`config.mk`:
```
export PLATFORM = sky130hd
export DESIGN_NAME = mdr_result_demux
export DESIGN_NICKNAME = d
export VERILOG_FILES = /design/src/rtl/mdr_pkg.sv /design/src/rtl/mdr_demux_slot.sv /design/src/rtl/mdr_result_demux.sv
export SDC_FILE = /design/constraint.sdc
export NUM_CORES = 1
export LEC_CHECK = 0
export BUFFER_PORTS_ARGS = -buffer_cell sky130_fd_sc_hd__buf_4
export CAP_MARGIN = 15
export CORE_MARGIN = 2
export CORE_UTILIZATION = 40
export CTS_BUF_LIST = sky130_fd_sc_hd__clkbuf_4 sky130_fd_sc_hd__clkbuf_8 sky130_fd_sc_hd__clkbuf_16
export CTS_CLUSTER_DIAMETER = 40
export DETAILED_ROUTE_END_ITERATION = 7
export GPL_ROUTABILITY_DRIVEN = 0
export PLACE_DENSITY = 0.79
export SLEW_MARGIN = 20
export SYNTH_ARGS = -nofsm -noshare
export SYNTH_HDL_FRONTEND = slang
export SYNTH_SLANG_ARGS = --single-unit
```
`constraint.sdc`:
```
create_clock -name clk -period 2.4 [get_ports clk]
set_input_delay 0.36 -clock clk [delete_from_list [all_inputs] [get_ports clk]]
set_output_delay 0.36 -clock clk [all_outputs]
set_load 0.03 [all_outputs]
```
`src/rtl/mdr_pkg.sv`:
```
// mdr_pkg: shared types and constants for the MDR datapath result demux
package mdr_pkg;
  localparam int DW = 16;
  localparam int DW_DBL = 2 * DW;
  localparam int MDR_NCH = 3;
  localparam logic [1:0] SEL_ILLEGAL = 2'd3;
  typedef logic [DW_DBL:0] mdr_word_t;
  typedef enum logic {SLOT_EMPTY, SLOT_FULL} slot_state_t;
endpackage

```
`src/rtl/mdr_demux_slot.sv`:
```
// mdr_demux_slot: one-entry output holding slot with valid/ready handshake.
// MDR_DEMUX_CNT_EN adds a wrapping 16-bit delivered-word counter.
module mdr_demux_slot import mdr_pkg::*; #(
  parameter int DATA_W = DW_DBL + 1
) (
  input  logic              clk,
  input  logic              rst,
  input  logic              i_load,
  input  logic [DATA_W-1:0] i_data,
  input  logic              i_ready,
  output logic              o_valid,
  output logic [DATA_W-1:0] o_data
`ifdef MDR_DEMUX_CNT_EN
  ,
  output logic [15:0]       o_cnt
`endif
);
  slot_state_t r_state;
  logic [DATA_W-1:0] r_data;
  // a load is only issued when the slot is empty or draining this cycle
  always_ff @(posedge clk or negedge rst)
    if (!rst) begin
      r_state <= SLOT_EMPTY;
      r_data  <= '0;
    end else if (i_load) begin
      r_state <= SLOT_FULL;
      r_data  <= i_data;
    end else if (i_ready) begin
      r_state <= SLOT_EMPTY;
    end
  assign o_valid = r_state == SLOT_FULL;
  assign o_data  = r_data;
`ifdef MDR_DEMUX_CNT_EN
  logic [15:0] r_cnt;
  always_ff @(posedge clk or negedge rst)
    if (!rst) r_cnt <= '0;
    else if (o_valid & i_ready) r_cnt <= r_cnt + 16'd1;
  assign o_cnt = r_cnt;
`endif
endmodule

```
`src/rtl/mdr_result_demux.sv`:
```
// mdr_result_demux: routes MDR result words to one of three slotted channels.
// MDR_DEMUX_CNT_EN adds per-channel delivered-word counters on dlv_cnt.
module mdr_result_demux import mdr_pkg::*; #(
  parameter int DATA_W = DW_DBL + 1,
  parameter int NCH    = MDR_NCH
) (
  input  logic                       clk,
  input  logic                       rst,
  input  logic                       in_valid,
  output logic                       in_ready,
  input  logic [1:0]                 in_sel,
  input  logic [DATA_W-1:0]          in_data,
  output logic [NCH-1:0]             out_valid,
  input  logic [NCH-1:0]             out_ready,
  output logic [NCH-1:0][DATA_W-1:0] out_data,
  output logic                       err_pulse,
  output logic                       err_sticky,
  input  logic                       err_clr
`ifdef MDR_DEMUX_CNT_EN
  ,
  output logic [NCH-1:0][15:0]       dlv_cnt
`endif
);
  logic w_illegal, w_accept;
  logic [NCH-1:0] w_hit;
  logic r_err_pulse, r_err_sticky;
  assign w_illegal = in_sel == SEL_ILLEGAL;
  // illegal words are always taken so they can be discarded without stalling
  assign in_ready  = w_illegal | (|(w_hit & (~out_valid | out_ready)));
  assign w_accept  = in_valid & in_ready;
  for (genvar c = 0; c < NCH; c++) begin : g_ch
    assign w_hit[c] = in_sel == 2'(c);
    mdr_demux_slot #(.DATA_W(DATA_W)) u_slot (
      .clk     (clk),
      .rst     (rst),
      .i_load  (w_accept & w_hit[c]),
      .i_data  (in_data),
      .i_ready (out_ready[c]),
      .o_valid (out_valid[c]),
      .o_data  (out_data[c])
`ifdef MDR_DEMUX_CNT_EN
      ,
      .o_cnt   (dlv_cnt[c])
`endif
    );
  end
  always_ff @(posedge clk or negedge rst)
    if (!rst) begin
      r_err_pulse  <= 1'b0;
      r_err_sticky <= 1'b0;
    end else begin
      r_err_pulse  <= w_accept & w_illegal;
      r_err_sticky <= (w_accept & w_illegal) | (r_err_sticky & ~err_clr);
    end
  assign err_pulse  = r_err_pulse;
  assign err_sticky = r_err_sticky;
endmodule
```
## Word level (Yosys, flattened, before mapping)

Index checks and enable logic that the tools add are counted.

| storage, ports and cells | value |
|---|---|
| register bits after elaboration | 104 |
| bits in latches | 0 |
| RAM bits | 0 |
| ROM bits | 0 |
| output and inout bits | 105 |
| word-level logic and storage cells | 34 |
| memories | 0 |

| cells by class | value |
|---|---|
| add/sub/neg operators | 0 |
| $mul | 0 |
| divide/modulo/power cells | 0 |
| $lt $le $gt $ge | 0 |
| eq/ne operators | 3 |
| shift operators | 0 |
| muxes and demuxes | 6 |
| bitwise gates (word level) | 12 |
| reduce and logical (&&, ||, !) cells | 5 |

Operators by type and width:

| kind | count |
|---|---|
| $and 1x1->1 | 6 |
| $mux 1 | 6 |
| $reduce_bool 2->1 | 3 |
| $eq 2x2->1 const B | 2 |
| $and 3x3->3 | 1 |
| $not 3->3 | 1 |
| $or 3x3->3 | 1 |
| $reduce_or 3->1 | 1 |
| $eq 2x1->1 const B | 1 |
| $logic_not 2->1 | 1 |
| $or 1x1->1 | 2 |
| $not 1->1 | 1 |

## Depth between registers and ports, before layout

Gate-level depths: netlist of run 1.

| depth | value |
|---|---|
| depth in word-level cells | 8 |
| gate-level depth with buffers | 5 |
| gate-level depth less buffers | 3 |

## Modules after synthesis

Synthesis of run 1 repeated with hierarchy kept, for this count alone.

| second synthesis, totals | value |
|---|---|
| cells, all modules | 236 |
| area, all modules | 4398.0 µm² |

By module, submodules not included:

| module | times used | cells each | area each (µm²) |
|---|---|---|---|
| mdr_demux_slot | 3 | 73 | 1413.9 |
| mdr_result_demux | 1 | 17 | 156.4 |

## Worst setup path after synthesis of run 1

No wires, ideal clock.

| timing path | value |
|---|---|
| path kind | input to output |
| start point | input port in_sel[1] |
| end point | output port in_ready |
| arrival | 1.316 ns |
| data required time | 2.040 ns |
| setup slack | 0.724 ns |
| cell stages on the path | 3 |
| cells stage by stage | buf_2 mux2i_1 o21ai_0 |

| on the way | value |
|---|---|
| word-level cells in the longest chain between the ends | 4 |
| elaborated cells between the ends (all ways) | 7 |
| those cells by class | 3 x eq/ne; 2 x bitwise; 2 x reduce/logical |

RTL lines:

| element | line | source |
|---|---|---|
| start, declared | mdr_result_demux.sv:11 | `input logic [1:0] in_sel,` |
| $eq 2x1->1 (tied with other cells) | mdr_result_demux.sv:32 | `assign w_hit[c] = in_sel == 2'(c);` |
| $and 3x3->3 | mdr_result_demux.sv:29 | `assign in_ready = w_illegal \| (\|(w_hit & (~out_valid \| out_ready)));` |
| $reduce_or 3->1 | mdr_result_demux.sv:29 |  |
| $or 1x1->1 (*) | mdr_result_demux.sv:29 |  |
| end, declared | mdr_result_demux.sv:10 | `output logic in_ready,` |

Mark *: on every way between the ends. The rest lies on a longest branch, timed or not.

## Final worst setup path of run 1

| timing path | value |
|---|---|
| start point | register g_ch[0].u_slot.r_state |
| end point | output port in_ready |

| on the way | value |
|---|---|
| word-level cells in the longest chain between the ends | 5 |

RTL lines:

| element | line | source |
|---|---|---|
| start, declared | mdr_demux_slot.sv:18 | `slot_state_t r_state;` |
| start signal, assigned | mdr_demux_slot.sv:23 | `r_state <= SLOT_EMPTY;` |
| start signal, assigned | mdr_demux_slot.sv:26 | `r_state <= SLOT_FULL;` |
| start signal, assigned | mdr_demux_slot.sv:29 | `r_state <= SLOT_EMPTY;` |
| $not 3->3 | mdr_result_demux.sv:29 |  |
| $or 3x3->3 | mdr_result_demux.sv:29 |  |
| $and 3x3->3 | mdr_result_demux.sv:29 |  |
| $reduce_or 3->1 | mdr_result_demux.sv:29 |  |
| $or 1x1->1 | mdr_result_demux.sv:29 |  |

No other way between the ends.

==> flow_metrics.env, run 1 <==
export IMPL_post_route_drc_count=0
export IMPL_wl_um=8350
export IMPL_dieWidth_um=104
export IMPL_grt_pass1_wl_um=14000
export IMPL_post_cts_repair_setup_buffers=0
export IMPL_min_period_ns=1.72
export IMPL_route_detailed_wl_per_inst_um=16.1
export IMPL_clock_latency_ns=0.36
export IMPL_cts_sinks=104
export IMPL_drt_pass1_iter_count=4
export IMPL_vias_per_cell=4.78
export IMPL_slew_headroom_pct=65.1
export IMPL_die_area_mm2=0.0107
export IMPL_antenna_found_initial=0
export IMPL_power_density_mw_per_mm2=967
export IMPL_drive_gt1_share_pct=67.7
export IMPL_setup_viol=0
export IMPL_placed_cell_area_mm2=0.00515
export IMPL_syn_area_per_cell_um2=16.9
export IMPL_synth_top_area_share_pct=65.5
export IMPL_root_buffer="clkbuf_8"
export IMPL_worstPathArrival_ns=1.36
export IMPL_htree_levels=3
export IMPL_max_cap_viol_count=0
export IMPL_required_ns=2.04
export IMPL_path_class="flip-flop to output port"
export IMPL_io_buffers=146
export IMPL_slowest_delay_ns=0.39
export IMPL_die_h_um=104
export IMPL_finalCritPeriodShare_pct=71.6
export IMPL_ys_types=17
export IMPL_crit_fanout=3
export IMPL_num_vias=2485
export IMPL_grt_overflow_total=0
export IMPL_ant_nets=0
export IMPL_nets=424
export IMPL_rows=36
export IMPL_syn_num_nets=277
export IMPL_skew_ns=0.0141
export IMPL_grt_pass1_vias=2660
export IMPL_core_mm2=0.00973
export IMPL_hpwl_um=5850
export IMPL_cts_resized=0
export IMPL_final_cell_mix="buf_4 (148), dfrtp_1 (104), mux2_2 (93), clkbuf_8 (9), mux2_1 (6)"
export IMPL_fin_setup_tns_ns=0
export IMPL_cts_made_buffers=9
export IMPL_rsz0062_at_grt="no"
export IMPL_path_cells="nand2b_1 > mux2i_1 > o21ai_0 > buf_4"
export IMPL_crit_family="flip-flops"
export IMPL_netlist_instances=235
export IMPL_fmax_ghz=0.582
export IMPL_grt_start_max_net_pins=55
export IMPL_ioPinCount=147
export IMPL_syn_to_final_growth_pct=34.4
export IMPL_grt_usage_pct=16.3
export IMPL_yosys_area_top_type="dfrtp_1"
export IMPL_path_clk_slew_ns=0.11
export IMPL_critPathBufInv=1
export IMPL_hold_viol=0
export IMPL_ys_ff_latch=104
export IMPL_n_antenna_cell=0
export IMPL_cts_buffer_depth=2
export IMPL_p_leak_nw=2.53
export IMPL_tightestPinTransition_ns=0.524
export IMPL_cts_tree="done"
export IMPL_slew_viol_final=0
export IMPL_initial_core_util_pct=40.8
export IMPL_stdcell_area_mm2=0.00534
export IMPL_netlist_top_cells_area="dfrtp_1 (65%), mux2_2 (26%), buf_6 (2.0%), mux2_1 (1.7%), buf_4 (0.57%)"
export IMPL_min_path_type="primary input to flip-flop"
export IMPL_netlist_area_mm2=0.00397
export IMPL_ir_drop_mv=0.488
export IMPL_layout_commonest_cell="buf_4"
export IMPL_slowest_stage="dfrtp_1"
export IMPL_synth_seq_area_share_pct=65.5
export IMPL_cp_start_kind="flip-flop"
export IMPL_synth_warnings=0
export IMPL_status="complete, no violations"
export IMPL_drt_iter0_markers=65
export IMPL_crit_path_end_kind="output port"
final cells by class:
class,count,area (µm²)
Clock buffer,9,124
Tap cell,133,166
Timing Repair Buffer,150,1140
Multi-Input combinational cell,116,1250
Clock inverter,7,55.1
Sequential cell,104,2600
Fill cell,841,4390
Inverter,1,3.75
worst paths after layout:
kind	from	end	slack, ns	cells after the start
min in group asynchronous	rst	err_pulse$_DFF_PN0_	0.46	2
min	in_data[8]	g_ch[0].u_slot.o_data[8]$_DFFE_PN0P_	0.23	2
min reg2reg	g_ch[2].u_slot.o_data[16]$_DFFE_PN0P_	g_ch[2].u_slot.o_data[16]$_DFFE_PN0P_	0.50	1
max	g_ch[0].u_slot.o_valid$_DFFE_PN0P_	in_ready	0.68	4
max reg2reg	g_ch[1].u_slot.o_valid$_DFFE_PN0P_	g_ch[1].u_slot.o_data[22]$_DFFE_PN0P_	0.72	4
max in group asynchronous	rst	g_ch[2].u_slot.o_data[23]$_DFFE_PN0P_	1.30	3
repair_timing:
action | CTS | global route
endpoints found under the hold margin | 28 | 0
hold buffers | 1 | 0
endpoints found under the setup margin | 0 | 0
registers in the layout, summed over array words and instances, names as in the netlist:
name / count
g_ch.u_slot.o_valid: 3
g_ch.u_slot.o_data: 99
err_pulse: 1
err_sticky: 1
per-stage QoR:
| stage | total power [W] | hold WS, ns | util, % | instances | setup WS [ns] |
|---|---|---|---|---|---|
| 6_report | 0.00517 | 0.231 | 54.9 | 520 | 0.681 |
| 5_1_grt | 0.00541 | 0.210 | 54.9 | 520 | 0.595 |
| 4_1_cts | 0.00522 | 0.215 | 54.9 | 520 | 0.653 |
| 3_5_place_dp | 0.00421 | 0.309 | 52.9 | 503 | 0.606 |
| 3_3_place_gp | 0.00416 | 0.307 | 52.9 | 503 | 0.647 |
| 2_1_floorplan | 0.00341 | 0.0644 | - | 235 | 0.724 |
cells in the mapped netlist:
cell type,instances
mux2_1,6
a21o_1,1
mux2i_1,1
inv_1,1
and3_4,1
nand2b_1,3
mux2_2,93
o21ai_0,3
buf_4,3
dfrtp_1,104
buf_2,4
nand2_1,4
nor2b_2,1
and3_1,1
nor3b_4,1
buf_6,7
nand3b_4,1
power by group:
part           leakage (nW)  total [W]  internal [W]  switching (W)
clock                0.0919    0.00101      0.000391       0.000622
sequential             1.24    0.00231       0.00211       0.000198
combinational          1.20    0.00185      0.000771        0.00108
total                  2.53    0.00517       0.00327        0.00190
cell families after synthesis:
family,synth area share [%]
DFF,65.5
muxes,28.3
buffers and inverters,3.15
and+or+nand+nor,2.49
AOI/OAI and AO/OA,0.567
routing by layer:
metal | GRT usage (%) | routed length (µm) | vias up
met4 | 5.41 | 127 | 0
met1 | 20.2 | 3620 | 1268
met3 | 5.03 | 470 | 9
met2 | 27.1 | 4140 | 94
met5 | 0 | 0 | -
li1 | - | - | 1114
No activity file was read; power rests on OpenSTA's default activity.
==> inputs of run 2 (changes only) <==
- ABC_AREA: default -> 1
- PLACE_DENSITY: 0.79 -> 0.8
- clock period: 2.4 -> 1.5 ns (I/O delays scaled with it)
==> run 2 against run 1 <==
Effect of this change: setup slack got worse by 0.66 ns; first-iteration DRC count increased to 5.7 times the previous value; flip-flop and latch count is the same; clock power grew 82%; via count is 63% higher; register-to-register slack lost 0.64 ns; global-route usage rose by 4.4 points; synthesized cell count grew 100%; clock skew decreased by 0.00065 ns; non-clock buffer count rose by 25.
==> flow_metrics.env, run 2 <==
export IMPL_netlist_area_mm2=0.00441
export IMPL_netlist_instances=476
export IMPL_grt_start_max_net_pins=55
export IMPL_ir_drop_mv=0.679
export IMPL_utilization_pct=55.6
export IMPL_skew_ns=0.0135
export IMPL_final_cell_mix="nand2_1 (207), buf_4 (160), dfrtp_1 (104), nand4_1 (99), clkbuf_8 (12)"
export IMPL_fmax_ghz=0.678
export IMPL_io_buffers=146
export IMPL_htree_levels=3
export IMPL_antenna_found_initial=0
export IMPL_grt_overflow_total=0
export IMPL_cts_tree="done"
export IMPL_root_buffer="clkbuf_8"
export IMPL_synth_top_area_share_pct=59.0
export IMPL_vias_per_cell=5.32
export IMPL_slew_headroom_pct=68.3
export IMPL_grt_pass1_wl_um=19000
export IMPL_synth_edf_count=0
export IMPL_route_detailed_wl_per_inst_um=16.2
export IMPL_ys_types=18
export IMPL_slowest_stage="dfrtp_1"
export IMPL_placed_cell_area_mm2=0.00566
export IMPL_grt_pass1_vias=3699
export IMPL_async_flop_share_pct=100
export IMPL_drt_iter0_markers=373
export IMPL_power_density_mw_per_mm2=1390
export IMPL_syn_num_nets=518
export IMPL_ys_flop_type="dfrtp_1"
export IMPL_ant_nets=0
export IMPL_grt_usage_pct=20.7
export IMPL_syn_to_final_growth_pct=36.0
export IMPL_num_vias=4057
export IMPL_finalCritPeriodShare_pct=98.3
export IMPL_drive_gt1_share_pct=32.0
export IMPL_rows=38
export IMPL_crit_path_end_kind="output port"
export IMPL_slew_viol_final=0
export IMPL_rsz0062_at_grt="yes"
export IMPL_critPathBufInv=2
export IMPL_ys_ff_latch=104
export IMPL_synth_seq_area_share_pct=59.0
export IMPL_setup_slack_ns=0.0256
export IMPL_status="complete, no violations"
export IMPL_n_antenna_cell=0
export IMPL_wl_um=12300
export IMPL_path_class="flip-flop to output port"
export IMPL_stdcell_area_mm2=0.00600
export IMPL_fin_hold_ws_ns=0.0850
export IMPL_crit_top_cell="nand2_1"
export IMPL_largest_reg_flops=99
export IMPL_die_area_mm2=0.0119
export IMPL_multi_input_area_mm2=0.00151
export IMPL_syn_area_per_cell_um2=9.27
export IMPL_crit_family="flip-flops"
export IMPL_ioPinCount=147
export IMPL_min_path_type="primary input to flip-flop"
export IMPL_crit_fanout=3
export IMPL_layout_commonest_cell="nand2_1"
export IMPL_ys_top_cells_by_count="nand2_1 (207), dfrtp_1 (104), nand4_1 (99), buf_2 (16), clkbuf_1 (13)"
export IMPL_dieWidth_um=109
export IMPL_die_h_um=109
export IMPL_worstPathArrival_ns=1.25
export IMPL_cts_sinks=104
export IMPL_yosys_area_top_type="dfrtp_1"
export IMPL_core_mm2=0.0108
export IMPL_required_ns=1.27
export IMPL_min_period_ns=1.47
export IMPL_netlist_top_cells_area="dfrtp_1 (59%), nand2_1 (18%), nand4_1 (14%), buf_6 (2.8%), buf_2 (1.8%)"
export IMPL_power_w=0.00836
export IMPL_p_leak_nw=3.26
export IMPL_synth_most_common_cell="nand2_1"
export IMPL_max_cap_viol_count=0
export IMPL_post_route_drc_count=0
export IMPL_path_cells="nand2_1 > nand2_1 > nand2_1 > inv_2 > nand2_4 > buf_6"
export IMPL_setup_viol=0
export IMPL_layout_area_seq_mm2=0.00260
export IMPL_path_clk_slew_ns=0.10
export IMPL_hpwl_um=8610
export IMPL_initial_core_util_pct=40.9
export IMPL_synth_warnings=0
export IMPL_cts_made_buffers=9
export IMPL_cp_start_kind="flip-flop"
export IMPL_hold_viol=0
export IMPL_tightestPinTransition_ns=0.475
export IMPL_clock_latency_ns=0.35
export IMPL_cts_buffer_depth=2
export IMPL_place_ws_ns=0.0221
export IMPL_slowest_delay_ns=0.40
export IMPL_nets=659
export IMPL_fill_cells=987
export IMPL_drt_pass1_iter_count=5
[run 2: cell types whose count changed after synthesis, moves of 4 or more]
cell	before	now
buf_2	4	16
inv_1	1	10
mux2_1	6	0
clkbuf_1	0	13
buf_6	7	11
nand4_1	0	99
nand2_1	4	207
mux2_2	93	0
[run 2: worst paths after layout]
path,endpoint,slack (ns),from,cells after the start
worst min register to register,g_ch[0].u_slot.o_data[7]$_DFFE_PN0P_,0.48,g_ch[0].u_slot.o_data[7]$_DFFE_PN0P_,2
max in group asynchronous,g_ch[1].u_slot.o_data[14]$_DFFE_PN0P_,0.72,rst,3
worst max register to register,g_ch[2].u_slot.o_data[29]$_DFFE_PN0P_,0.08,g_ch[2].u_slot.o_valid$_DFFE_PN0P_,10
worst max-delay path,in_ready,0.03,g_ch[2].u_slot.o_valid$_DFFE_PN0P_,6
worst min-delay path,err_sticky$_DFF_PN0_,0.08,err_clr,2
min in group asynchronous,g_ch[2].u_slot.o_valid$_DFFE_PN0P_,0.26,rst,2
[run 2: cell families after synthesis]
kind of cell	after synthesis	share of synthesized area, %
DFF	104	59.0
buffers and inverters	55	7.29
and+or+nand+nor	314	33.2
AOI/OAI and AO/OA	3	0.539
[run 2: stage by stage]
step / instances / setup TNS, ns
after global placement: 739 / 0
after global routing: 762 / -0.0690
after floorplan: 476 / 0
after CTS: 759 / 0
final: 762 / 0
after detailed placement: 739 / 0
[run 2: layer usage]
metal | part of all wire [%] | global-route usage [%] | vias up
li1 | - | - | 1882
met1 | 40 | 27.9 | 1967
met2 | 51 | 34.1 | 193
met4 | 1.6 | 6.50 | 0
met5 | 0 | 0 | -
met3 | 7.5 | 3.53 | 15
[run 2: final cells by class]
cell class              instances  area share, %
inverters                      10          0.626
flip-flops and latches        104           43.4
repair buffers                175           24.2
multi-input cells             317           25.2
clock inverters                 4          0.855
well taps                     140           2.92
clock buffers                  12           2.75
[run 2: power by group]
group	internal [W]	switching (W)	total [W]	leakage [nW]
Sequential	0.00331	0.000336	0.00365	1.30
Clock	0.000910	0.000930	0.00184	0.109
Combinational	0.00103	0.00184	0.00287	1.86
[run 2: repair_timing]
action | in CTS | in global routing
cloned | 0 | 1
setup endpoints to repair | 1 | 98
buffers inserted | 3 | 2
resized for setup | 1 | 10
pin swaps | 1 | 4
endpoints found under the hold margin | 16 | 0
hold buffers | 1 | 0
